<file path="config.mk">
export PLATFORM = sky130hd
export DESIGN_NAME = mem_port_arbiter
export DESIGN_NICKNAME = d
export VERILOG_FILES = /design/src/rtl/mem_arb_pkg.sv /design/src/rtl/tag_fifo.sv /design/src/rtl/mem_port_arbiter.sv
export SDC_FILE = /design/constraint.sdc
export NUM_CORES = 1
export LEC_CHECK = 0
export CAP_MARGIN = 20
export CORE_AREA = 8 8 114 116
export CTS_CLUSTER_SIZE = 16
export DETAILED_ROUTE_END_ITERATION = 8
export DIE_AREA = 0 0 122 124
export GPL_TIMING_DRIVEN = 1
export PLACE_DENSITY = 0.71
export SLEW_MARGIN = 20
export SYNTH_ARGS = -nofsm -noshare
export SYNTH_HDL_FRONTEND = slang
export SYNTH_SLANG_ARGS = --single-unit
</file>
<file path="constraint.sdc">
create_clock -name CLK -period 6.9 [get_ports CLK]
set_input_delay 1.725 -clock CLK [delete_from_list [all_inputs] [get_ports CLK]]
set_output_delay 1.725 -clock CLK [all_outputs]
set_load 0.02 [all_outputs]
</file>
<file path="src/rtl/mem_arb_pkg.sv">
// Shared types for the two-port memory arbiter: port ids, the request payload
// record and the grant-selection helper.
package mem_arb_pkg;

    typedef logic port_id_t;

    localparam port_id_t PORT_IMEM = 1'b0;
    localparam port_id_t PORT_DMEM = 1'b1;

    localparam int MEM_ARB_ADDR_W = 32;
    localparam int MEM_ARB_DATA_W = 32;

    typedef struct packed {
        logic [MEM_ARB_DATA_W/8-1:0] be;
        logic [MEM_ARB_ADDR_W-1:0]   addr;
        logic [MEM_ARB_DATA_W-1:0]   data;
    } mem_req_t;

    // A lone requester always wins; on contention the preferred port wins.
    function automatic port_id_t pick_port(input logic v0, input logic v1,
                                           input port_id_t preferred);
        if (v0 && v1) begin
            return preferred;
        end else if (v1) begin
            return PORT_DMEM;
        end
        return PORT_IMEM;
    endfunction

endpackage

</file>
<file path="src/rtl/tag_fifo.sv">
// DEPTH x 1-bit FIFO remembering which port issued each outstanding request.
// Pointers wrap naturally; a separate count disambiguates full from empty.
module tag_fifo
    import mem_arb_pkg::*;
#(
    parameter int DEPTH = 4
) (
    input  logic                     clk,
    input  logic                     rst_n,
    input  logic                     push,
    input  port_id_t                 push_tag,
    input  logic                     pop,
    output port_id_t                 head_tag,
    output logic                     full,
    output logic [$clog2(DEPTH):0]   count
);
    localparam int PTR_W = $clog2(DEPTH);

    localparam logic [PTR_W-1:0] PTR_ONE  = 1;
    localparam logic [PTR_W:0]   CNT_ONE  = 1;
    localparam logic [PTR_W:0]   CNT_FULL = (PTR_W + 1)'(DEPTH);

    logic [DEPTH-1:0] slots;
    logic [PTR_W-1:0] wr_ptr;
    logic [PTR_W-1:0] rd_ptr;
    logic             empty;
    logic             do_push;
    logic             do_pop;

    assign empty    = (count == '0);
    assign full     = (count == CNT_FULL);
    assign head_tag = slots[rd_ptr];

    // A push into a full FIFO is only legal when the head leaves in the same cycle.
    assign do_pop  = pop && !empty;
    assign do_push = push && (!full || do_pop);

    always_ff @(posedge clk or negedge rst_n) begin
        if (!rst_n) begin
            slots  <= '0;
            wr_ptr <= '0;
            rd_ptr <= '0;
            count  <= '0;
        end else begin
            if (do_push) begin
                slots[wr_ptr] <= push_tag;
                wr_ptr        <= wr_ptr + PTR_ONE;
            end
            if (do_pop) begin
                rd_ptr <= rd_ptr + PTR_ONE;
            end
            if (do_push && !do_pop) begin
                count <= count + CNT_ONE;
            end else if (do_pop && !do_push) begin
                count <= count - CNT_ONE;
            end
        end
    end

endmodule

</file>
<file path="src/rtl/mem_port_arbiter.sv">
// Shares one in-order ext_mem port between the imem (port 0) and dmem (port 1)
// ports. Define MEM_ARB_FIXED_PRIO_EN to make dmem always win on contention.
module mem_port_arbiter
    import mem_arb_pkg::*;
#(
    parameter int ADDR_W = 32,
    parameter int DATA_W = 32,
    parameter int DEPTH  = 4
) (
    input  logic                CLK,
    input  logic                RST_N,

    input  logic                p0_req_valid,
    output logic                p0_req_ready,
    input  logic [DATA_W/8-1:0] p0_req_be,
    input  logic [ADDR_W-1:0]   p0_req_addr,
    input  logic [DATA_W-1:0]   p0_req_data,
    output logic                p0_rsp_valid,
    output logic [DATA_W-1:0]   p0_rsp_data,

    input  logic                p1_req_valid,
    output logic                p1_req_ready,
    input  logic [DATA_W/8-1:0] p1_req_be,
    input  logic [ADDR_W-1:0]   p1_req_addr,
    input  logic [DATA_W-1:0]   p1_req_data,
    output logic                p1_rsp_valid,
    output logic [DATA_W-1:0]   p1_rsp_data,

    output logic                m_req_valid,
    input  logic                m_req_ready,
    output logic [DATA_W/8-1:0] m_req_be,
    output logic [ADDR_W-1:0]   m_req_addr,
    output logic [DATA_W-1:0]   m_req_data,
    input  logic                m_rsp_valid,
    input  logic [DATA_W-1:0]   m_rsp_data,

    output logic                err
);
    localparam int CNT_W = $clog2(DEPTH) + 1;

    port_id_t         grant;
    port_id_t         head_tag;
    logic             fifo_full;
    logic             fifo_empty;
    logic [CNT_W-1:0] fifo_count;
    logic             rsp_pop;
    logic             can_issue;
    logic             any_req;
    logic             accept;

    assign fifo_empty = (fifo_count == '0);
    assign rsp_pop    = m_rsp_valid && !fifo_empty;
    assign can_issue  = !fifo_full || rsp_pop;
    assign any_req    = p0_req_valid || p1_req_valid;

    // Gating with RST_N keeps the downstream request quiet while reset is held.
    assign m_req_valid = RST_N && can_issue && any_req;
    assign accept      = m_req_valid && m_req_ready;

`ifdef MEM_ARB_FIXED_PRIO_EN
    assign grant = pick_port(p0_req_valid, p1_req_valid, PORT_DMEM);
`else
    port_id_t rr_prefer;

    assign grant = pick_port(p0_req_valid, p1_req_valid, rr_prefer);

    // Preference flips to the other port only when a transfer actually goes out.
    always_ff @(posedge CLK or negedge RST_N) begin
        if (!RST_N) begin
            rr_prefer <= PORT_IMEM;
        end else if (accept) begin
            rr_prefer <= (grant == PORT_IMEM) ? PORT_DMEM : PORT_IMEM;
        end
    end
`endif

    assign p0_req_ready = accept && (grant == PORT_IMEM);
    assign p1_req_ready = accept && (grant == PORT_DMEM);

    always_comb begin
        m_req_be   = p0_req_be;
        m_req_addr = p0_req_addr;
        m_req_data = p0_req_data;
        if (grant == PORT_DMEM) begin
            m_req_be   = p1_req_be;
            m_req_addr = p1_req_addr;
            m_req_data = p1_req_data;
        end
    end

    assign p0_rsp_valid = rsp_pop && (head_tag == PORT_IMEM);
    assign p1_rsp_valid = rsp_pop && (head_tag == PORT_DMEM);
    assign p0_rsp_data  = m_rsp_data;
    assign p1_rsp_data  = m_rsp_data;

    // A response with nothing outstanding means the memory and arbiter disagree.
    always_ff @(posedge CLK or negedge RST_N) begin
        if (!RST_N) begin
            err <= 1'b0;
        end else if (m_rsp_valid && fifo_empty) begin
            err <= 1'b1;
        end
    end

    tag_fifo #(
        .DEPTH (DEPTH)
    ) u_tag_fifo (
        .clk      (CLK),
        .rst_n    (RST_N),
        .push     (accept),
        .push_tag (grant),
        .pop      (rsp_pop),
        .head_tag (head_tag),
        .full     (fifo_full),
        .count    (fifo_count)
    );

endmodule

</file>
### Word-level counts from Yosys, hierarchy flattened

Cells that the tools add are included.

| cells by class | value |
|---|---|
| add/sub/neg operators | 4 |
| $lt $le $gt $ge | 3 |
| equal/unequal tests | 1 |
| mux-type cells | 16 |
| bitwise operators | 2 |
| reductions and logical operators | 24 |

Operators with widths:

| kind | count |
|---|---|
| $mux W32 | 2 |
| $logic_and A1 B1 Y1 | 15 |
| $mux W1 | 8 |
| $lt A2 B3 Y1 const B | 2 |
| $mux W3 | 2 |
| $add A2 B1 Y2 const B | 2 |
| $bwmux W4 | 1 |
| $logic_not A1 Y1 | 4 |
| $mux W4 | 1 |
| $add A3 B1 Y3 const B | 1 |
| $eq A3 B3 Y1 const B | 1 |
| $logic_not A3 Y1 | 1 |
| $logic_or A1 B1 Y1 | 3 |
| $sub A3 B1 Y3 const B | 1 |
| $bmux W1 S2 | 1 |
| $demux W1 S2 | 1 |
| $ge A2 B1 Y1 const B | 1 |
| $not A1 Y1 | 2 |
| $reduce_bool A2 Y1 | 1 |

| storage, ports and cells | value |
|---|---|
| register bits after elaboration | 13 |
| bits of input ports | 174 |
| output and inout bits | 138 |
| word-level logic and storage cells | 56 |

### Logic depth before layout (Yosys ltp)

Gate-level depths: netlist (run 1).

| depth | value |
|---|---|
| depth after elaboration | 12 |
| gate-level depth with buffers | 10 |
| depth with buffers taken out | 9 |

### Hierarchy

Synthesis (run 1) repeated with hierarchy kept, for this count alone.

| unflattened totals | value |
|---|---|
| cells, all modules | 210 |
| area, all modules | 2433.6 sq um |

By module, submodules not included:

| module | times used | cells each | area each (sq um) | sequential area each (sq um) |
|---|---|---|---|---|
| mem_port_arbiter | 1 | 163 | 1831.8 | 50.0 |
| tag_fifo | 1 | 47 | 601.8 | 275.3 |

### Worst setup path after synthesis (run 1)

No wires, ideal clock.

| timing | value |
|---|---|
| path type | input-to-output |
| from | input m_rsp_valid |
| to | output p1_req_ready |
| data arrival time | 2799 ps |
| data required time | 5175 ps |
| slack | 2376 ps |
| stages | 4 |
| path buffers | 1 |
| cell sequence | or4b_1 buf_6 o211a_2 and3_1 |

| on the way | value |
|---|---|
| cells in the longest elaborated chain, start to end | 6 |

Ends and longest elaborated chain:

| item | RTL line | RTL |
|---|---|---|
| from (decl) | mem_port_arbiter.sv:34 | `input logic m_rsp_valid,` |
| $logic_and A1 B1 Y1 | mem_port_arbiter.sv:52 | `assign rsp_pop = m_rsp_valid && !fifo_empty;` |
| $logic_or A1 B1 Y1 | mem_port_arbiter.sv:53 | `assign can_issue = !fifo_full \|\| rsp_pop;` |
| $logic_and A1 B1 Y1 (2 in series) | mem_port_arbiter.sv:57 | `assign m_req_valid = RST_N && can_issue && any_req;` |
| via m_req_valid | mem_port_arbiter.sv:29 | `output logic m_req_valid,` |
| $logic_and A1 B1 Y1 | mem_port_arbiter.sv:58 | `assign accept = m_req_valid && m_req_ready;` |
| $logic_and A1 B1 Y1 | mem_port_arbiter.sv:78 | `assign p1_req_ready = accept && (grant == PORT_DMEM);` |
| to (decl) | mem_port_arbiter.sv:22 | `output logic p1_req_ready,` |

The timed path passes the listed nets, and every way through them passes these cells.

### Final worst setup path (run 1)

| timing | value |
|---|---|
| from | input p1_req_valid |
| to | output m_req_addr[15] |

| on the way | value |
|---|---|
| cells in the longest elaborated chain, start to end | 4 |
| elaborated cells between the ends (all ways) | 6 |
| classes of those cells | mux: 5; reduce/logical: 1 |

Ends and longest elaborated chain:

| item | RTL line | RTL |
|---|---|---|
| from (decl) | mem_port_arbiter.sv:21 | `input logic p1_req_valid,` |
| $mux W1 or $logic_and A1 B1 Y1 (tied branches) | mem_arb_pkg.sv:24, mem_arb_pkg.sv:22 |  |
| $mux W1 | mem_arb_pkg.sv:22 | `if (v0 && v1) begin` |
| $mux W1 (*) | mem_arb_pkg.sv:27 | `return PORT_IMEM;` |
| $mux W32 (*) | mem_port_arbiter.sv:84 | `if (grant == PORT_DMEM) begin` |
| to (decl) | mem_port_arbiter.sv:32 | `output logic [ADDR_W-1:0] m_req_addr,` |

Mark *: on every way between the ends. The rest lies on a longest branch, timed or not.

==> impl_summary.log, run 1 <==
INFO  metric layout_commonest_cell = clkdlybuf4s50_1
INFO  metric critPathLaunch = p1_req_valid
INFO  metric detailed_place_hpwl = about 7.2 mm
INFO  metric power_density = 182 nW/µm²
INFO  metric ys_ff_latch = 13
INFO  metric setup-tns-final = 0 ns
INFO  metric num_rows = 39
INFO  metric via_count = 1980
INFO  metric worstRegToRegCells = 7
INFO  metric total_leakage_power = between 1.5 and 2 nW
INFO  metric initial_core_util = 18.1%
INFO  metric worstSkewPairLatency = 0.24 ns
INFO  metric net_count_after_synthesis = around 380
INFO  metric avgSynthCellArea = around 10 µm²
INFO  metric cts_setup_buffers = 0
INFO  metric cts_hold_buf = 0
INFO  metric x_dimension_of_the_die = around 120 µm
INFO  metric via_count_of_the_first_global_routing_pass = ~2200
INFO  metric netlist_area = around 2000 µm²
INFO  metric total_congestion_overflow = 0
INFO  metric run_status = finished, final reports clean
INFO  metric critical_path.endpoint_type = output pin
INFO  metric placement.io_buffers = 215
INFO  metric netlist_instances = just under 200
INFO  metric finalMaxSlewViolations = 0
INFO  metric layout.cells.most_common_list = 215 x clkdlybuf4s50_1, 48 x mux2_1, 26 x mux2_2
INFO  metric timing.rr.end = u_tag_fifo.count[1]
INFO  metric critPathLaunchType = input pin
INFO  metric finalSetupViolCount = 0
INFO  metric synth_enable_flop_cells = 0
INFO  metric yosys.cell_types.count = 27
INFO  metric synthToLayoutAreaGrowth = 92.6%
INFO  metric num-fill-cells = 1104
INFO  metric antenna_found_initial = 0
INFO  metric crit_path_max_incr_delay = around 0.57 ns
INFO  metric hold_path.class = flop to flop
INFO  metric io_pins = 312
INFO  metric core_area = ~11000 µm²
INFO  metric cp-endpoint = m_req_addr[15]
INFO  metric cts-buffers-inserted = 3
INFO  metric ys_dominant_reg_cell = dfrtp_1
INFO  metric worst_setup_slack_final = 1.28 ns
INFO  metric synth_warnings = 0
INFO  metric num-nets-final = 526
INFO  metric hold_viol = 0
INFO  metric yosysTopAreaCellShare = 26.7%
INFO  metric ant_nets = 0
INFO  metric grt_overall_usage = 9.69%
INFO  metric global_route_wire_length_before_repair = between 10 and 15 mm
INFO  metric yosys-top-cells-area = mux2_1 27%, buf_4 25%, dfrtp_1 16%, mux2_2 14%, ha_1 3.1%
INFO  metric die_area = 15100 µm²
INFO  metric timing.critical_path.fanout_max = just over 40
INFO  metric cap_violations = 0
INFO  metric ys_async_sr_fraction = 100%
INFO  metric cts_tree = yes
INFO  metric rsz_0062_raised_after_global_routing = no
INFO  metric post-place-ws = 1.26 ns
INFO  metric cp_slowest_cell = clkdlybuf4s50_1
INFO  metric clk_pin_slew = 0.04 ns
INFO  metric cts-htree-levels = 1
INFO  metric grt_start_max_net_pins = 42
INFO  metric max-vdd-ir-drop = 150 µV
INFO  metric dr.pass1.iters = 4
INFO  metric cp_common_cell = clkdlybuf4s50_1
INFO  metric finalWirelength = 8.13 mm
INFO  metric drive_gt1_share = 10.4%
INFO  metric dieHeight = 124 µm
INFO  metric quantity_of_gates_resized_following_cts = 0
INFO  metric worst_skew = about 0.0025 ns
INFO  metric number_of_buffers_on_the_longest_clock_path = 2
INFO  metric weighted_congestion_at_the_end_of_routability_driven_global_placement = 0.783
INFO  metric crit_chain = clkdlybuf4s50_1 -> a21boi_4 -> buf_4 -> mux2_1 -> clkdlybuf4s50_1
INFO  metric yosysTopAreaCell = mux2_1
INFO  metric average_wire_per_standard_cell = roughly 17 µm
INFO  metric actual_slew_at_the_worst_max_slew_pin = about 0.63 ns
INFO  metric num_antenna_cells = 0
INFO  metric r2r-start = u_tag_fifo.count[0]
INFO  metric r2r_slack = 4.49 ns
INFO  metric cts.sink_count = 13
INFO  metric setup.worst_path.class = input pin to output pin
INFO  metric remaining_drc_errors = 0
INFO  metric cp.arrival = 3.90 ns
INFO  metric drt_iter0_drc = 44
INFO  metric max-slew-margin-rel = 57.9%
INFO  metric cts-root-buf = clkbuf_16
INFO  metric yosysSeqAreaShare = 16.1%
INFO  metric routed_via_density = 4.06
INFO  metric period_minus_slack = 5.62 ns
INFO  metric worst-endpoint-required = 5.18 ns
INFO  metric finalCritPeriodShare = around four fifths
INFO  metric max_freq = 0.178 GHz
==> per-layer routing <==
| layer | share of wire [%] | GRT usage, % |
|---|---|---|
| met5 | 0 | 0 |
| met4 | 0.91 | 2.24 |
| met3 | 17 | 6.30 |
| met2 | 45 | 15.5 |
| met1 | 37 | 10.5 |
==> area by class of cell <==
type / instances / area (µm²) / area share, %
repair buffers: 217 / 2170 / 55.5
multi-input cells: 106 / 1130 / 29.0
flip-flops and latches: 13 / 325 / 8.34
clock buffers: 3 / 75.1 / 1.92
inverters: 5 / 18.8 / 0.481
well taps: 143 / 179 / 4.59
clock inverters: 1 / 5.00 / 0.128
==> report_power, final <==
part | switching, mW | internal (mW)
Clock | 0.0319 | 0.0770
Combinational | 0.193 | 0.264
Sequential | 0.0305 | 0.114
Total | 0.255 | 0.456
==> synthesized netlist by cell type, types with 2 or more instances <==
library cell and instances:
inv_1 5, xor2_1 2, nand3_1 4, mux2_1 48, buf_4 68, xnor2_1 4, buf_2 2, dfrtp_1 13
ha_1 5, mux2_2 26, nor2_1 3, buf_8 2
==> state kept, by name (all words and copies together), names as in the netlist <==
register           cells
u_tag_fifo.slots       4
u_tag_fifo.count       3
u_tag_fifo.rd_ptr      2
rr_prefer              1
err                    1
u_tag_fifo.wr_ptr      2
==> worst min path at each step <==
stage | start | endpoint | slack [ns] | cells past startpoint
after CTS | err | err | 0.46 | 1
after global routing | u_tag_fifo.slots[1] | u_tag_fifo.slots[1] | 0.50 | 1
after floorplan | u_tag_fifo.rd_ptr[1] | u_tag_fifo.rd_ptr[1] | 0.45 | 1
final | err | err | 0.46 | 1
after global placement | err | err | 0.45 | 1
after detailed placement | err | err | 0.45 | 1
==> worst max-delay path: cells and delay by family <==
kind                   cells  cell delay, ns
AOI/OAI and AO/OA          1            0.19
buffers and inverters      3            1.51
muxes                      1            0.44
==> through the flow <==
stage	hold slack, ns	std cells	power, mW	instance area [µm²]	utilization (%)
final	0.461	488	0.711	3900	34.9
after global placement	0.453	484	0.601	3820	34.2
after detailed placement	0.452	484	0.612	3820	34.2
after global routing	0.498	488	0.762	3900	34.9
after CTS	0.462	488	0.727	3900	34.9
after floorplan	0.453	197	0.441	2030	-
==> logic make-up after synthesis <==
logic type | share of synthesized area (%)
DFF | 16.1
muxes | 42.7
and+or+nand+nor | 4.14
AOI/OAI and AO/OA | 1.73
xor gates and xnor gates | 2.59
buffers and inverters | 28.7
adders and majority gates | 4.08
Note: power is estimated with default switching activity, not from simulation.
==> inputs of run 2 (changes only) <==
--- a/config.mk
+++ b/config.mk
@@ -11,7 +11,7 @@
 export DETAILED_ROUTE_END_ITERATION = 8
 export DIE_AREA = 0 0 122 124
 export GPL_TIMING_DRIVEN = 1
-export PLACE_DENSITY = 0.71
+export PLACE_DENSITY = 0.74
 export SLEW_MARGIN = 20
 export SYNTH_ARGS = -nofsm -noshare
 export SYNTH_HDL_FRONTEND = slang
==> constraint.sdc (replaced) <==
create_clock -name CLK -period 4.75 [get_ports CLK]
set_input_delay 1.1875 -clock CLK [delete_from_list [all_inputs] [get_ports CLK]]
set_output_delay 1.1875 -clock CLK [all_outputs]
set_load 0.02 [all_outputs]
==> run 2 against run 1 <==
  * Count of clock-buffer cells in the layout grew 1
  * Core utilization increased by 0.10 points
  * Global-route usage grew 0.64 points
  * Combinational power grew 46%
  * Critical endpoint is now m_req_addr[11]
  * Largest cell class unchanged
  * Cell count is the same
  * Critical path type unchanged
  * Via count up 0.56%
  * Hold slack better by 0.012 ns
  * First-iteration DRC count shrank 59%
  * Sequential power up 48%
  * Non-clock buffer count did not move
  * Clock power grew 47%
==> impl_summary.log, run 2 (synthesis gave the netlist of run 1 again) <==
INFO  metric layout_commonest_cell = clkdlybuf4s50_1
INFO  metric finalWirelength = 8.79 mm
INFO  metric initial_core_util = 18.1%
INFO  metric routed_via_density = 4.08
INFO  metric max-vdd-ir-drop = around 230 µV
INFO  metric drt_iter0_drc = 18
INFO  metric cts-buffers-inserted = 3
INFO  metric total_congestion_overflow = 0
INFO  metric critPathLaunchType = input pin
INFO  metric hold_path.class = flop to flop
INFO  metric crit_path_max_incr_delay = between 0.5 and 0.6 ns
INFO  metric num_antenna_cells = 0
INFO  metric detailed_place_hpwl = a little under 8 mm
INFO  metric cts_hold_buf = 0
INFO  metric finalCritPeriodShare = 94.1%
INFO  metric max_freq = 0.224 GHz
INFO  metric dieHeight = 124 µm
INFO  metric hold_viol = 0
INFO  metric power_density = between 200 and 300 nW/µm²
INFO  metric finalMaxSlewViolations = 0
INFO  metric run_status = finished, final reports clean
INFO  metric layout.cells.most_common_list = 215 x clkdlybuf4s50_1, 48 x mux2_1, 26 x mux2_2
INFO  metric total_leakage_power = roughly 1.5 nW
INFO  metric finish.instance_area = 3910 µm²
INFO  metric placement.io_buffers = 215
INFO  metric antenna_found_initial = 0
INFO  metric setup-tns-final = 0 ns
INFO  metric crit_family = buffers and inverters
INFO  metric period_minus_slack = 4.47 ns
INFO  metric largestRegisters = u_tag_fifo.slots: 4 flops, u_tag_fifo.count: 3 flops
INFO  metric cts.sink_count = 13
INFO  metric finalSetupViolCount = 0
INFO  metric critPathLaunch = p1_req_valid
INFO  metric cp.arrival = 3.28 ns
INFO  metric remaining_drc_errors = 0
INFO  metric quantity_of_gates_resized_following_cts = 0
INFO  metric largest_register = u_tag_fifo.slots
INFO  metric number_of_buffers_on_the_longest_clock_path = 2
INFO  metric worstSkewPairLatency = 0.24 ns
INFO  metric clk_pin_slew = 0.04 ns
INFO  metric average_wire_per_standard_cell = 18.0 µm
INFO  metric cts_setup_buffers = 0
INFO  metric placed_cells_incl_taps = 484
INFO  metric worst_skew = 0.00198 ns
INFO  metric largest_reg_flops = 4
INFO  metric cp_slowest_cell = clkdlybuf4s50_1
INFO  metric via_count = about 2000
INFO  metric hp-start = err
INFO  metric via_count_of_the_first_global_routing_pass = about 2200
INFO  metric crit_chain = clkdlybuf4s50_1 -> a21boi_4 -> buf_12 -> mux2_1 -> clkdlybuf4s50_1
INFO  metric hold_slack = 0.472 ns
INFO  metric cap_violations = 0
INFO  metric x_dimension_of_the_die = about 120 µm
INFO  metric ant_nets = 0
INFO  metric dr.pass1.iters = 4
INFO  metric finalNonFillerCells = 488
INFO  metric num_rows = 39
INFO  metric cp_num_buf_inv = 3
INFO  metric core_area = about 11000 µm²
INFO  metric grt_overall_usage = between 10% and 20%
INFO  metric grt_start_max_net_pins = 76
INFO  metric die_area = 15100 µm²
INFO  metric io_pins = 312
INFO  metric critical_path.endpoint_type = output pin
INFO  metric synthToLayoutAreaGrowth = 93.1%
INFO  metric cts-htree-levels = 1
INFO  metric rsz_0062_raised_after_global_routing = no
INFO  metric num-nets-final = around 530
INFO  metric cp_common_cell = clkdlybuf4s50_1
INFO  metric setup.worst_path.class = input pin to output pin
INFO  metric cts_tree = yes
INFO  metric weighted_congestion_at_the_end_of_routability_driven_global_placement = 0.870
INFO  metric timing.critical_path.fanout_max = 75
INFO  metric drive_gt1_share = about a tenth
INFO  metric global_route_wire_length_before_repair = 12.4 mm
INFO  metric r2r-start = u_tag_fifo.count[0]
INFO  metric max-slew-margin-rel = 72.5%
INFO  metric cts-root-buf = clkbuf_16
INFO  metric placement.cell_area = ~3800 µm²
INFO  metric actual_slew_at_the_worst_max_slew_pin = 0.412 ns
INFO  metric worst-endpoint-required = 3.56 ns
==> run 2: changes by cell type in the layout (fill, tap and decap cells not counted) <==
cell      change
clkinv_2      -1
buf_12        +1
buf_4         -1
clkbuf_1      +1
==> run 2: area by class of cell <==
type,count,area [µm²]
fill,1131,7260
multi-input combinational,106,1130
timing repair buffer,217,2180
sequential,13,325
clock buffer,4,78.8
inverter,5,18.8
tap,143,179
==> run 2: path summary, 6_finish.rpt <==
kind                                  endpoint  slack (ns)  cells past startpoint
setup / recovery                m_req_addr[11]        0.28                      5
hold / removal                             err        0.47                      1
setup reg to reg           u_tag_fifo.count[1]        2.32                      7
hold reg to reg                            err        0.47                      1
max in group asynchronous  u_tag_fifo.slots[3]        3.27                      2
min in group asynchronous                  err        1.32                      2
==> run 2: metal layers <==
metal  GRT usage [%]  vias up  share of wire (%)
li1                -      908                  -
met1            11.2      909                 37
met2            17.5      166                 48
met3            5.53        8                 14
met4            2.16        0               0.86
met5               0        -                  0
==> run 2: through the flow <==
stage	setup slack [ns]	util, %	total power, mW
floorplan	1.30	-	0.640
global placement	0.290	34.3	0.876
detailed placement	0.289	34.3	0.890
CTS	0.279	35.0	1.06
global route	0.203	35.0	1.11
finish	0.281	35.0	1.04
==> run 2: power breakdown <==
part / switching, mW / internal [mW] / total (mW)
Clock: 0.0469 / 0.113 / 0.160
Sequential: 0.0472 / 0.166 / 0.214
Combinational: 0.281 / 0.385 / 0.666
==> patch: new RTL, settings of run 1 <==
`DEPTH` is set to 4 in 2 places; all go to 2.
--- a/src/rtl/tag_fifo.sv
+++ b/src/rtl/tag_fifo.sv
@@ -3,7 +3,7 @@
 module tag_fifo
     import mem_arb_pkg::*;
 #(
-    parameter int DEPTH = 4
+    parameter int DEPTH = 2
 ) (
     input  logic                     clk,
     input  logic                     rst_n,
--- a/src/rtl/mem_port_arbiter.sv
+++ b/src/rtl/mem_port_arbiter.sv
@@ -5,7 +5,7 @@
 #(
     parameter int ADDR_W = 32,
     parameter int DATA_W = 32,
-    parameter int DEPTH  = 4
+    parameter int DEPTH  = 2
 ) (
     input  logic                CLK,
     input  logic                RST_N,
Check against the original RTL: not equivalent (Yosys sat finds a counterexample within 4 cycles, from zero or initial values and one cycle with RST_N low).
==> patch against run 1 <==
Power fell by 15%. Global-route usage up 1.9 points. Setup slack got worse by 0.030 ns. Clock skew down 0.0019 ns. Routed wire length increased by 17%. Sequential cell count is 5 lower. Synthesized cell count shrank 11%. Synthesized area shrank 14%. Cell area down 7.6%. Largest power group unchanged.
==> patch: results (changes against run 1) <==
p_leak_nw: 1.333  # -11%
grt_usage_pct: 11.62  # +1.9 points
viasPerCell: 3.976  # -2.0%
gp_congestion: 0.7946  # +1.5%
antenna_found_initial: 1  # +1
rrSetupSlack_ns: 5.22  # +0.73 ns
drt-initial-drc-count: 8  # -82%
grt_pass1_wl_um: 13320  # +14%
drive_above_1_share_pct: 22.22  # +12 points
startpoint: "p0_req_valid"
critPathArrivalTime_ns: 3.93  # +0.03 ns
max-vdd-ir-drop_mv: 0.09557  # -36%
top_regs: "u_tag_fifo.count x2, u_tag_fifo.slots x2"
reg2regPathDepth: 6  # -1
finalCriticalPeriod_ns: 5.652  # +0.03034 ns
grt_max_degree: 46  # +9.5%
ys_async_sr_fraction_pct: 100.0  # unchanged
cts-root-buf: "clkbuf_16"
drt-total-wl_um: 9534  # +17%
met3_usage_pct: 7.344  # +1.0 points
ys_types: 22  # -19%
dp_hpwl_um: 8667  # +21%
swShare_pct: 35.77  # -0.096 points
first_global_vias: 2196  # -0.32%
crit_path_end: "m_req_be[1]"
slew_headroom_pct: 63.04  # +5.1 points
synth_commonest_cells: "66 x buf_4, 64 x mux2_2, 8 x dfrtp_1"
use_met1_pct: 9.784  # -0.71 points
seq_area_frac_synth_pct: 11.54  # -4.5 points
final.fill_count: 1148  # +4.0%
synth_top_cells_by_area: "mux2_2 42%, buf_4 29%, dfrtp_1 12%, buf_6 3.2%, mux2_1 3.2%"
synth_nets: 350  # -7.2%
outcome: "finished, final reports clean"
met2_usage_pct: 21.69  # +6.2 points
==> patch: cell count changes after synthesis, sizes merged, moves of 2 or more <==
cell	delta
buf	-2
o211a	-2
nand3	-4
mux2	-5
o21ai	+3
dfrtp	-5
o31ai	+2
o41ai	+2
nor2	+2
ha	-4
inv	-3
==> patch: per-stage QoR <==
step	utilization [%]	power [mW]	std cells
2_1_floorplan	-	0.3616	175
3_3_place_gp	31.58	0.5087	464
3_5_place_dp	31.58	0.5155	464
4_1_cts	32.25	0.6163	467
5_1_grt	32.25	0.6431	467
6_report	32.25	0.6051	467
==> patch: cell families (layout without fill, tap and decap cells) <==
family / count (synthesis) / count (layout) / share of synthesized area (%)
buf+inv: 73 / 222 / 32.25
mux: 70 / 70 / 45.38
compound gates: 9 / 9 / 4.257
simple gates: 9 / 9 / 3.319
flops: 8 / 8 / 11.54
xor+xnor: 5 / 5 / 2.526
fa+ha+maj: 1 / 1 / 0.7214
==> patch: how the worst min path moves through the flow <==
stage	end	slack, ns	cells after the start
after floorplan	u_tag_fifo.slots[0]	0.46	1
after global placement	err	0.44	1
after detailed placement	err	0.45	1
after CTS	err	0.45	1
after global routing	err	0.48	1
final	err	0.45	1
==> patch: worst max-delay path, cell delays in order <==
cell	delay [ns]
clkdlybuf4s50_1	0.50
inv_1	0.08
o21ai_4	0.15
buf_4	0.47
mux2_2	0.41
clkdlybuf4s50_1	0.54
==> patch: metal layers <==
metal / up-vias / part of all wire, %
met2: 172 / 51
met1: 819 / 30
li1: 845 / -
met4: 2 / 2.2
met3: 19 / 17
met5: - / 0.19
==> patch: cell type report <==
class                   instances  area share [%]
repair buffers                217           60.14
multi-input cells              94           27.05
flip-flops and latches          8           5.556
well taps                     143           4.965
clock buffers                   3           2.083
inverters                       2          0.2083
==> patch: power by group through the flow <==
stage	logic [mW]	clock network [mW]	registers (mW)
final	0.422	0.0950	0.0885
after global routing	0.450	0.102	0.0911
after CTS	0.429	0.0985	0.0887
after detailed placement	0.426	0	0.0892
after global placement	0.421	0	0.0874
after floorplan	0.277	0	0.0849
